<file path="src/rtl/cache_controller.sv">
// ---------------------------------------------------------------------------
// cache_controller
//
// Control FSM for a write-back cache. It sequences the tag compare, an
// optional dirty-victim writeback and the line refill against a main memory
// whose block transfer takes MEM_LATENCY cycles. Then it returns a one-cycle
// completion pulse to the CPU.
//
// Parameters
//   MEM_LATENCY   main-memory cycles per block transfer (1..15)
//
// Ports
//   clk            in   sole clock, rising edge
//   rst_b          in   synchronous reset, active-HIGH despite the name
//   cpu_req        in   CPU access request (only looked at in IDLE)
//   cpu_we         in   request type, 1 = write (captured with cpu_req)
//   hit            in   tag match for the current address
//   dirty_bit      in   dirty flag of the victim line
//   cpu_ready      out  one-cycle completion pulse
//   cache_we       out  cache line write enable
//   mem_in_select  out  memory address select, 1 = victim, 0 = CPU address
//   mem_we         out  main-memory write strobe
//   mem_re         out  main-memory read strobe
//   hit_cnt        out  (CACHE_CTRL_STATS_EN only) saturating hit count
//   miss_cnt       out  (CACHE_CTRL_STATS_EN only) saturating miss count
//
// Optional feature: define CACHE_CTRL_STATS_EN to add the hit/miss
// statistics counters and their output ports.
// ---------------------------------------------------------------------------
module cache_controller #(
  parameter int MEM_LATENCY = 4
) (
  input  logic        clk,
  input  logic        rst_b,
  input  logic        cpu_req,
  input  logic        cpu_we,
  input  logic        hit,
  input  logic        dirty_bit,
  output logic        cpu_ready,
  output logic        cache_we,
  output logic        mem_in_select,
  output logic        mem_we,
  output logic        mem_re
`ifdef CACHE_CTRL_STATS_EN
  ,
  output logic [15:0] hit_cnt,
  output logic [15:0] miss_cnt
`endif
);

  localparam int CNT_W = $clog2(MEM_LATENCY + 1);
  localparam logic [CNT_W-1:0] CNT_LAST = CNT_W'(MEM_LATENCY - 1);
  localparam logic [CNT_W-1:0] CNT_ONE  = CNT_W'(1);

  typedef enum logic [2:0] {
    IDLE      = 3'd0,
    COMPARE   = 3'd1,
    WRITEBACK = 3'd2,
    REFILL    = 3'd3,
    DONE      = 3'd4
  } state_t;

  state_t           state_q, state_d;
  logic [CNT_W-1:0] cnt_q, cnt_d;
  logic             req_we_q, req_we_d;

  // State register
  always_ff @(posedge clk) begin
    if (rst_b) begin
      state_q  <= IDLE;
      cnt_q    <= '0;
      req_we_q <= 1'b0;
    end else begin
      state_q  <= state_d;
      cnt_q    <= cnt_d;
      req_we_q <= req_we_d;
    end
  end

  // Next-state logic
  always_comb begin
    state_d  = state_q;
    cnt_d    = cnt_q;
    req_we_d = req_we_q;
    unique case (state_q)
      IDLE: begin
        if (cpu_req) begin
          state_d  = COMPARE;
          req_we_d = cpu_we;
        end
      end
      COMPARE: begin
        // A miss after a refill takes the miss path again, so a faulty
        // datapath can never park the FSM in COMPARE.
        if (hit) begin
          state_d = DONE;
        end else if (dirty_bit) begin
          state_d = WRITEBACK;
          cnt_d   = '0;
        end else begin
          state_d = REFILL;
          cnt_d   = '0;
        end
      end
      WRITEBACK: begin
        if (cnt_q == CNT_LAST) begin
          state_d = REFILL;
          cnt_d   = '0;
        end else begin
          cnt_d = cnt_q + CNT_ONE;
        end
      end
      REFILL: begin
        if (cnt_q == CNT_LAST) begin
          state_d = COMPARE;
        end else begin
          cnt_d = cnt_q + CNT_ONE;
        end
      end
      DONE: begin
        state_d = IDLE;
      end
      default: begin
        state_d = IDLE;
        cnt_d   = '0;
      end
    endcase
  end

  // Output decode
  always_comb begin
    cpu_ready     = 1'b0;
    cache_we      = 1'b0;
    mem_in_select = 1'b0;
    mem_we        = 1'b0;
    mem_re        = 1'b0;
    unique case (state_q)
      COMPARE: begin
        // A write hit updates the line in the same cycle as the compare.
        cache_we = hit & req_we_q;
      end
      WRITEBACK: begin
        mem_in_select = 1'b1;
        mem_we        = 1'b1;
      end
      REFILL: begin
        mem_re   = 1'b1;
        // The refilled block is written into the cache only once memory
        // has delivered it, i.e. on the last transfer cycle.
        cache_we = (cnt_q == CNT_LAST);
      end
      DONE: begin
        cpu_ready = 1'b1;
      end
      default: begin
      end
    endcase
  end

`ifdef CACHE_CTRL_STATS_EN
  function automatic logic [15:0] sat_inc(input logic [15:0] v);
    return (v == 16'hFFFF) ? v : v + 16'd1;
  endfunction

  // first_q marks the compare that directly follows request acceptance;
  // compares that follow a refill are not counted again.
  logic        first_q, first_d;
  logic [15:0] hit_cnt_q, hit_cnt_d;
  logic [15:0] miss_cnt_q, miss_cnt_d;

  always_ff @(posedge clk) begin
    if (rst_b) begin
      first_q    <= 1'b0;
      hit_cnt_q  <= '0;
      miss_cnt_q <= '0;
    end else begin
      first_q    <= first_d;
      hit_cnt_q  <= hit_cnt_d;
      miss_cnt_q <= miss_cnt_d;
    end
  end

  always_comb begin
    first_d    = first_q;
    hit_cnt_d  = hit_cnt_q;
    miss_cnt_d = miss_cnt_q;
    if (state_q == IDLE && cpu_req) begin
      first_d = 1'b1;
    end else if (state_q == COMPARE) begin
      first_d = 1'b0;
      if (first_q) begin
        if (hit) hit_cnt_d  = sat_inc(hit_cnt_q);
        else     miss_cnt_d = sat_inc(miss_cnt_q);
      end
    end
  end

  assign hit_cnt  = hit_cnt_q;
  assign miss_cnt = miss_cnt_q;
`endif

endmodule

</file>
<file path="config.mk">
export PLATFORM = sky130hd
export DESIGN_NAME = cache_controller
export DESIGN_NICKNAME = d
export VERILOG_FILES = /design/src/rtl/cache_controller.sv
export SDC_FILE = /design/constraint.sdc
export NUM_CORES = 1
export LEC_CHECK = 0
export BUFFER_PORTS_ARGS = -buffer_cell sky130_fd_sc_hd__buf_4
export CORE_MARGIN = 2
export CORE_UTILIZATION = 30
export DETAILED_ROUTE_END_ITERATION = 10
export PLACE_DENSITY = 0.48
export SYNTH_ARGS = -nofsm -noshare
export SYNTH_HDL_FRONTEND = slang
export SYNTH_SLANG_ARGS = --single-unit
</file>
<file path="constraint.sdc">
create_clock -name clk -period 1.5 [get_ports clk]
set_clock_uncertainty 0.15 [all_clocks]
set_input_delay 0.075 -clock clk [delete_from_list [all_inputs] [get_ports clk]]
set_output_delay 0.075 -clock clk [all_outputs]
set_load 0.05 [all_outputs]
</file>
==> tab_implementation.tex <==
\begin{tabular}{lr}
\hline
Metric & Value \\
\hline
\multicolumn{2}{l}{\textbf{Outcome}} \\
Status & finished, violations left \\
Failing checks & setup timing \\
\multicolumn{2}{l}{\textbf{Final layout}} \\
Filler Cells Inserted & around 150 \\
Area growth from synthesis to final layout & 51.75\% \\
Total area of multi-input combinational cells & 344.1 um2 \\
Fraction of final layout cells sized beyond drive strength 1 & 0.5070 \\
Final net count & 81 \\
Most frequent standard cell in the layout excluding fill and tap cells & buf\_4 \\
Commonest cells after routing, fill and taps aside & buf\_4, nor2\_1 \\
Footprint of the flip-flops and latches & 147.6 um2 \\
Total inserted antenna cells & 0 \\
\multicolumn{2}{l}{\textbf{Die}} \\
Number of standard-cell rows in the floorplan & 14 \\
Overall die width & 43.34 um \\
Die outline area & 1878 um2 \\
Die outline height & 43.34 um \\
Number of primary I/O pins & 11 \\
Core ar. & 1471 um2 \\
Starting density of the core & 0.3155 \\
\multicolumn{2}{l}{\textbf{Logic synthesis}} \\
Post-synthesis average cell area & 8.927 um2 \\
Cells taking the most area after synthesis & dfxtp\_1, ha\_1, nor2b\_1 \\
Number of instances in the synthesized netlist & 52 \\
Part of the Yosys area used for sequential elements & 0.3019 \\
Number of distinct library cells after synthesis & 30 \\
Netlist Area Pre-Place & 464.2 um2 \\
Net Count, Synth & 61 \\
Synth area leader & dfxtp\_1 \\
Synthesis Warnings & 0 \\
Flip-flop and latch count after synthesis & 7 \\
Fraction of post-synthesis cell area in the top cell type by area & 0.3019 \\
\multicolumn{2}{l}{\textbf{Worst setup path}} \\
Worst-path maximum fanout & 2 \\
Critical path startpoint category & flop \\
CP Class & flop to output port \\
Slowest cell delay on critical path & between 300 and 400 ps \\
Crit path cell chain & ha\_4 -> ha\_4 -> a22o\_1 -> and3\_4 -> buf\_8 \\
Crit path arrival time & between 1000 and 1500 ps \\
Cell with the biggest individual delay on the critical path & dfxtp\_2 \\
Dominant cell type by count on the critical path & ha\_4 \\
Crit path required time & 1270 ps \\
Crit. End Element & output port \\
\multicolumn{2}{l}{\textbf{Min path}} \\
Hold crit path type & primary input to flop \\
\multicolumn{2}{l}{\textbf{Clock tree}} \\
Clock latency of the later-clocked register in the worst-skew pair & 260 ps \\
Number of CTS-inserted buffers & 3 \\
Clock-pin slew on the worst setup and hold paths & 60 ps \\
Buffer cell driving the clock tree root & clkbuf\_4 \\
Maximum number of buffers from clock root to sink & 2 \\
TritonCTS clock tree & done \\
Count of clock tree sinks & 7 \\
H-tree Lvls & 1 \\
\multicolumn{2}{l}{\textbf{STA}} \\
Unrepaired setup endpoints after global routing & true \\
Final worst-path setup slack & -156.2 ps \\
Setup violations, final & 4 \\
Fmax & slightly above 600 MHz \\
Clock period minus final worst setup slack & $\sim$1700 ps \\
Normalized max-slew margin & 0.8052 \\
Final hold slack & 10.02 ps \\
Actual slew at the worst max-slew pin & just under 300 ps \\
Final slew viol count & 0 \\
Post-route fraction of the period consumed by the critical path & 1.104 \\
Number of hold-slack violations in the final timing report & 0 \\
\multicolumn{2}{l}{\textbf{Power and ir drop}} \\
PwrDens & 738.7 nW/um2 \\
VDD IR max & 0.3870 mV \\
Pwr Total & 520.4 uW \\
P\_leak & $\sim$0.28 nW \\
\multicolumn{2}{l}{\textbf{Drt}} \\
DR DRC count & 0 \\
Antenna-violating nets left & 0 \\
Vias per cell & 4.989 \\
Total vias in the final route & 434 \\
Total length of routed wires & 1.125 mm \\
Pre-antenna DRT Iters & 4 \\
Detailed router's first-iteration violation count & 7 \\
WL per Instance & 12.93 um \\
\multicolumn{2}{l}{\textbf{Global routing}} \\
Total global routing overflow & 0 \\
First-pass GRT wire length & 1.849 mm \\
GRT Total Usage & 0.1384 \\
Via count of the first global-routing pass & 403 \\
Maximum number of pins on one net before global-route repair & 11 \\
Number of antenna violations at the first check in global routing & 0 \\
\multicolumn{2}{l}{\textbf{Place}} \\
Routability cong. & 0.7661 \\
Total half-perimeter wirelength after legalization and detailed placement & 752.2 um \\
Port Buf Inserts & 10 \\
\multicolumn{2}{l}{\textbf{Run}} \\
Maximum Capacitance Violations & 0 \\
\hline
\end{tabular}
cell families after synthesis:
| group | after synthesis | share of synthesized area |
|---|---|---|
| flip-flops | 7 | 0.3019 |
| buffers and inverters | 7 | 0.09972 |
| multiplexers | 1 | 0.02156 |
| AND/OR/NAND/NOR | 24 | 0.3288 |
| AO/OA/AOI/OAI | 10 | 0.1671 |
| adder cells (fa/ha/maj) | 3 | 0.08087 |
worst max-delay path: cells and delay by family, from the launching register on:
family | cells | cell delay [ps]
compound gates | 1 | 200
fa+ha+maj | 2 | 320
buf+inv | 1 | 140
flops | 1 | 330
simple gates | 1 | 170
timing repair:
item / CTS / global route
buffers inserted: 1 / 0
endpoints found under the hold margin: 7 / 0
gates resized for setup: 10 / 6
setup endpoints to repair: 7 / 8
hold buffers: 2 / 0
gates cloned: 0 / 0
pin swaps: 4 / 5
Yosys cell counts (all sizes together):
| cell | n |
|---|---|
| dfxtp | 7 |
| a311o | 1 |
| nor4b | 1 |
| a211oi | 1 |
| nor4 | 1 |
| a21o | 1 |
| inv | 3 |
| a21oi | 2 |
| mux2i | 1 |
| nand2b | 1 |
| nand3 | 2 |
| nor3b | 3 |
| nand2 | 2 |
| a311oi | 2 |
| a22o | 1 |
| nor3 | 2 |
| ha | 3 |
| nor2b | 5 |
| or2 | 1 |
| and3 | 1 |
| buf | 4 |
| o21a | 1 |
| and2 | 1 |
| nor2 | 4 |
| o21ai | 1 |
state kept, by name, summed over array words and instances (netlist names):
name and cells:
req_we_q 1, cnt_q 3, state_q 3
final timing paths:
check,from,end,slack (ps),cells after the start
max,cnt_q[0],cache_we,-160,5
min,hit,state_q[1],10,4
max reg2reg,cnt_q[0],cnt_q[1],-100,6
min reg2reg,req_we_q,req_we_q,390,2
cell type report:
cell class,instances,area share
timing repair buffer,19,0.2202
sequential,7,0.2096
tap,16,0.02842
multi-input combinational,38,0.4885
clock buffer,4,0.03730
inverter,3,0.01599
metrics by stage:
stage          area, um2  utilization  setup WS [ps]  TNS [ps]  instances
2_1_floorplan      479.2            -          3.731         0         52
3_3_place_gp       584.3       0.3971         -45.18    -149.3         80
3_5_place_dp       584.3       0.3971         -81.16    -228.6         80
4_1_cts            678.2       0.4609         -156.8    -362.2         87
5_1_grt            704.4       0.4787         -196.9    -598.4         87
6_report           704.4       0.4787         -156.2    -298.9         87
report_power, final:
group          internal, mW  switching [mW]  leakage, nW  total (mW)
Sequential            0.196          0.0182       0.0592       0.214
Combinational        0.0638          0.0591        0.202       0.123
Clock                 0.102          0.0812       0.0150       0.183
layer usage:
layer,global-route usage,routed length (um),vias to the layer above
met1,0.1778,530,204
li1,-,-,223
met3,0.02500,35,2
met5,0,0,-
met2,0.2030,549,5
met4,0.1091,10,0
Note: power is estimated with default switching activity, not from simulation.
